==> src/rtl/ec_scalar_ctrl.sv <==
// Scalar-multiplication sequencer: computes R = k*P by left-to-right double-and-add,
// delegating each non-trivial point add/double to an external engine.
module ec_scalar_ctrl (
  input  logic       clk,
  input  logic       rst_n,
  input  logic       in_valid,
  input  logic [5:0] in_k,
  input  logic [5:0] in_Px,
  input  logic [5:0] in_Py,
  input  logic [5:0] in_prime,
  input  logic [5:0] in_a,
  output logic       ec_in_valid,
  output logic [5:0] ec_Px,
  output logic [5:0] ec_Py,
  output logic [5:0] ec_Qx,
  output logic [5:0] ec_Qy,
  output logic [5:0] ec_prime,
  output logic [5:0] ec_a,
  input  logic       ec_out_valid,
  input  logic [5:0] ec_Rx,
  input  logic [5:0] ec_Ry,
  output logic       out_valid,
  output logic [5:0] out_Rx,
  output logic [5:0] out_Ry,
  output logic       out_inf,
  output logic [2:0] dbg_state
);

  // Handshake: ec_in_valid is a one-cycle start pulse with operands valid in that
  // cycle and held until the engine's one-cycle ec_out_valid; no backpressure.
  localparam logic [2:0] IDLE     = 3'd0;
  localparam logic [2:0] DBL      = 3'd1;
  localparam logic [2:0] DBL_WAIT = 3'd2;
  localparam logic [2:0] ADD      = 3'd3;
  localparam logic [2:0] ADD_WAIT = 3'd4;
  localparam logic [2:0] NEXT     = 3'd5;
  localparam logic [2:0] OUT      = 3'd6;

  logic [2:0] state;
  logic [2:0] idx;
  logic [5:0] k_r;
  logic [5:0] px_r;
  logic [5:0] py_r;
  logic [5:0] prime_r;
  logic [5:0] a_r;
  logic [5:0] acc_x;
  logic [5:0] acc_y;
  logic       acc_inf;
  logic [5:0] q_x;
  logic [5:0] q_y;

  logic k_bit;
  logic dbl_call;
  logic add_inv;
  logic add_two;
  logic add_call;

  always_comb begin
    k_bit    = k_r[idx];
    dbl_call = (state == DBL) && !acc_inf && (acc_y != 6'd0);
    add_inv  = (acc_x == px_r) && (acc_y != py_r);
    add_two  = (acc_x == px_r) && (acc_y == py_r) && (py_r == 6'd0);
    add_call = (state == ADD) && k_bit && !acc_inf && !add_inv && !add_two;
  end

  // The engine's first operand is always the accumulator; the second is staged in
  // q (acc before a double, the base point before an add) so both come from flops.
  assign ec_in_valid = dbl_call || add_call;
  assign ec_Px       = acc_x;
  assign ec_Py       = acc_y;
  assign ec_Qx       = q_x;
  assign ec_Qy       = q_y;
  assign ec_prime    = prime_r;
  assign ec_a        = a_r;

  assign out_valid = (state == OUT);
  assign out_inf   = out_valid && acc_inf;
  assign out_Rx    = (out_valid && !acc_inf) ? acc_x : 6'd0;
  assign out_Ry    = (out_valid && !acc_inf) ? acc_y : 6'd0;
  assign dbg_state = state;

  always_ff @(posedge clk or negedge rst_n) begin
    if (!rst_n) begin
      state   <= IDLE;
      idx     <= 3'd0;
      k_r     <= 6'd0;
      px_r    <= 6'd0;
      py_r    <= 6'd0;
      prime_r <= 6'd0;
      a_r     <= 6'd0;
      acc_x   <= 6'd0;
      acc_y   <= 6'd0;
      acc_inf <= 1'b1;
      q_x     <= 6'd0;
      q_y     <= 6'd0;
    end else begin
      case (state)
        IDLE: begin
          if (in_valid) begin
            k_r     <= in_k;
            px_r    <= in_Px;
            py_r    <= in_Py;
            prime_r <= in_prime;
            a_r     <= in_a;
            acc_inf <= 1'b1;
            idx     <= 3'd5;
            state   <= DBL;
          end
        end
        DBL: begin
          if (acc_inf) begin
            q_x   <= px_r;
            q_y   <= py_r;
            state <= ADD;
          end else if (acc_y == 6'd0) begin
            // Doubling a point with y=0 yields O without an engine call.
            acc_inf <= 1'b1;
            q_x     <= px_r;
            q_y     <= py_r;
            state   <= ADD;
          end else begin
            state <= DBL_WAIT;
          end
        end
        DBL_WAIT: begin
          if (ec_out_valid) begin
            acc_x   <= ec_Rx;
            acc_y   <= ec_Ry;
            acc_inf <= 1'b0;
            q_x     <= px_r;
            q_y     <= py_r;
            state   <= ADD;
          end
        end
        ADD: begin
          if (!k_bit) begin
            state <= NEXT;
          end else if (acc_inf) begin
            acc_x   <= px_r;
            acc_y   <= py_r;
            acc_inf <= 1'b0;
            state   <= NEXT;
          end else if (add_inv || add_two) begin
            acc_inf <= 1'b1;
            state   <= NEXT;
          end else begin
            state <= ADD_WAIT;
          end
        end
        ADD_WAIT: begin
          if (ec_out_valid) begin
            acc_x   <= ec_Rx;
            acc_y   <= ec_Ry;
            acc_inf <= 1'b0;
            state   <= NEXT;
          end
        end
        NEXT: begin
          if (idx == 3'd0) begin
            state <= OUT;
          end else begin
            idx   <= idx - 3'd1;
            q_x   <= acc_x;
            q_y   <= acc_y;
            state <= DBL;
          end
        end
        OUT: begin
          state <= IDLE;
        end
        default: begin
          state <= IDLE;
        end
      endcase
    end
  end

endmodule

==> config.mk <==
export PLATFORM = sky130hd
export DESIGN_NAME = ec_scalar_ctrl
export DESIGN_NICKNAME = d
export VERILOG_FILES = /design/src/rtl/ec_scalar_ctrl.sv
export SDC_FILE = /design/constraint.sdc
export NUM_CORES = 1
export LEC_CHECK = 0
export BUFFER_PORTS_ARGS = -buffer_cell sky130_fd_sc_hd__buf_2
export CAP_MARGIN = 10
export CORE_MARGIN = 5
export CORE_UTILIZATION = 25
export CTS_CLUSTER_DIAMETER = 80
export CTS_CLUSTER_SIZE = 14
export DETAILED_ROUTE_END_ITERATION = 10
export SETUP_SLACK_MARGIN = 0.05
export SLEW_MARGIN = 40
export SYNTH_ARGS = -nofsm -noshare
export SYNTH_HDL_FRONTEND = slang
export SYNTH_SLANG_ARGS = --single-unit
==> constraint.sdc <==
create_clock -name clk -period 4.4 [get_ports clk]
set_input_delay 0.66 -clock clk [delete_from_list [all_inputs] [get_ports clk]]
set_output_delay 0.66 -clock clk [all_outputs]
set_load 0.02 [all_outputs]
==> impl_metrics.json <==
{
  "status": "complete, no violations",
  "layout_commonest_cell": "buf_2",
  "io_pins": 100,
  "start_util_pct": 25.2,
  "grt_start_max_net_pins": 49,
  "crit_required_ns": 3.74,
  "fmax_mhz": 336,
  "powerDensity_mw_per_mm2": 818,
  "rsz0062_at_grt": "false",
  "viasPerCell": 4.36,
  "die_y_um": 122,
  "syn_area_mm2": 0.00316,
  "hpwl_um": 6530,
  "peakVddDrop_uv": 261,
  "postSynthAreaPerCell_um2": 11.2,
  "yosysSeqAreaShare_pct": 48.4,
  "gr-total-overflow": 0,
  "cts_max_level": 3,
  "cts_inserted_buffers": 9,
  "min-delay-path-class": "input pin to asynchronous set/reset pin",
  "slew_viol_final": 0,
  "preCtsSetupSlack_ns": 1.49,
  "cts_hold_buf": 0,
  "synth_area_leaders": "dfrtp_1 (48%), mux2_2 (11%), mux2i_1 (8.2%), and2_1 (2.6%), a21oi_1 (2.5%)",
  "wl_um": 8520,
  "fin_ws_ns": 1.42,
  "clock_sinks": 61,
  "num_rows": 41,
  "postCtsSetupRepairBufs": 0,
  "grt_pass1_wl_um": 13600,
  "finalCritPeriodShare_pct": 67.7,
  "fp.dieArea_mm2": 0.0150,
  "yosys_warnings": 0,
  "p_leak_nw": 1.93,
  "clock_skew_ns": 0.00799,
  "slew_headroom_pct": 46.7,
  "nets": 429,
  "cts.clk_slew.worst_paths_ns": 0.05,
  "syn_to_final_growth_pct": 29.0,
  "cp-end-kind": "output port",
  "antenna_found_initial": 0,
  "clk_latency_ns": 0.32,
  "die_w_um": 122,
  "ys_ff_latch": 61,
  "n_antenna_cell": 0,
  "vias": 2426,
  "track_usage_pct": 12.0,
  "cts-resized-gates": 0,
  "finalSetupTns_ns": 0,
  "place.gp.congestion": 0.745,
  "layout_common_cells": "buf_2 (99), dfrtp_1 (60), mux2_2 (31), mux2i_1 (26), nor2_1 (21)",
  "yosysTopAreaCellShare_pct": 47.5,
  "synth_area_leader_cell": "dfrtp_1",
  "postSynthCellCount": 283,
  "drv_cap": 0,
  "core_area_mm2": 0.0125,
  "setup_viol": 0,
  "clockBufferDepth": 2,
  "ant_nets": 0,
  "ys_types": 48,
  "worst_pin_slew_ns": 0.798,
  "cp_max_fo": 22,
  "worst_setup_path_start_kind": "flip-flop",
  "portBuffers": 99,
  "drive_gt1_share_pct": 41.0,
  "cts_root_buffer": "clkbuf_16",
  "arrival_ns": 2.32,
  "cts_tree": "yes",
  "drt_drc_violations_left": 0,
  "period_needed_ns": 2.98,
  "drt_pass1_iterations": 4,
  "syn_nets": 331,
  "drt_iter0_markers": 97,
  "critPathKind": "flip-flop to output port",
  "utilization_pct": 32.5,
  "hold_violations": 0,
  "wl_per_cell_um": 15.3,
  "grt_pass1_vias": 2562
}
-- state kept, by name, indices dropped and copies added (netlist names), 3 cells and up --
| register | cells |
|---|---|
| dbg_state | 3 |
| idx | 3 |
| ec_Px | 6 |
| ec_Py | 6 |
| ec_Qx | 6 |
| py_r | 6 |
| ec_prime | 6 |
| ec_a | 6 |
| ec_Qy | 6 |
| k_r | 6 |
| px_r | 6 |
-- worst max-delay path, stage by stage (launching register included) --
cell,delay [ns]
dfrtp_1,0.75
nor2b_4,0.28
and2_1,0.15
nor2b_2,0.43
and2_1,0.20
buf_2,0.18
-- cells in the mapped netlist (all sizes together) --
library cell   n
o22ai          3
clkbuf         5
nor3           5
dfstp          1
nor4           3
a211o          3
a211oi         1
or2            1
buf           10
mux4           1
mux2i         26
mux2          31
nand3b         2
dfrtp         60
xor2           8
a31oi          1
ha             2
nor4b          1
o211ai         1
nand3          2
a221oi         1
or2b           1
a21boi         1
a2bb2oi        1
nor2b          3
inv            3
o2bb2ai        1
nand2b         5
and2b          1
o31ai          1
nor2          21
xnor2          4
a22o           1
nor3b          1
nand2         19
o21ai         18
and3           1
or3            1
a21oi         16
nand4          1
and2          15
-- where the power goes --
part           switching [mW]  leakage [nW]  internal, mW
clock network           0.229         0.129         0.391
registers               0.328         0.726         0.853
logic                   0.856          1.08         0.675
-- cell families after synthesis --
family	share of synthesized area [%]
flops	48.4
compound gates	10.1
fa+ha+maj	0.792
mux	20.0
xor+xnor	3.33
simple gates	13.8
buf+inv	3.57
-- worst paths after layout --
kind,startpoint,end,slack (ns),depth (start not counted)
worst max-delay path,dbg_state[2]$_DFFE_PN0P_,out_Rx[3],1.42,5
worst max register to register,dbg_state[0]$_DFFE_PN0P_,ec_Qy[4]$_DFFE_PN0P_,2.20,5
worst min-delay path,rst_n,ec_a[2]$_DFFE_PN0P_,0.23,1
worst min register to register,k_r[1]$_DFFE_PN0P_,k_r[1]$_DFFE_PN0P_,0.50,1
max in group asynchronous,rst_n,px_r[1]$_DFFE_PN0P_,3.25,2
min in group clk,k_r[1]$_DFFE_PN0P_,k_r[1]$_DFFE_PN0P_,0.50,1
-- layout make-up --
class,count,area [um2]
clock buffer,13,250
clock inverter,2,10.0
fill,1312,8440
inverter,3,11.3
multi-input combinational,204,1540
sequential,61,1530
tap,172,215
timing repair buffer,102,518
-- routing by layer --
layer | part of all wire [%] | vias to the layer above | GRT usage [%] | wire length (um)
met4 | 2.1 | 0 | 5.88 | 179
li1 | - | 1194 | - | -
met5 | 0 | - | 0 | 0
met3 | 7.2 | 11 | 3.55 | 614
met2 | 48 | 81 | 18.9 | 4070
met1 | 43 | 1140 | 15.1 | 3650
-- per-stage QoR --
stage	power [mW]	cells	area [um2]	hold slack [ns]
final	3.33	557	4070	0.229
after global routing	3.60	557	4070	0.255
after CTS	3.38	557	4070	0.234
after detailed placement	2.74	542	3810	0.492
after global placement	2.67	542	3800	0.486
after floorplan	2.26	283	3160	0.364
(Power assumes the default switching activity.)
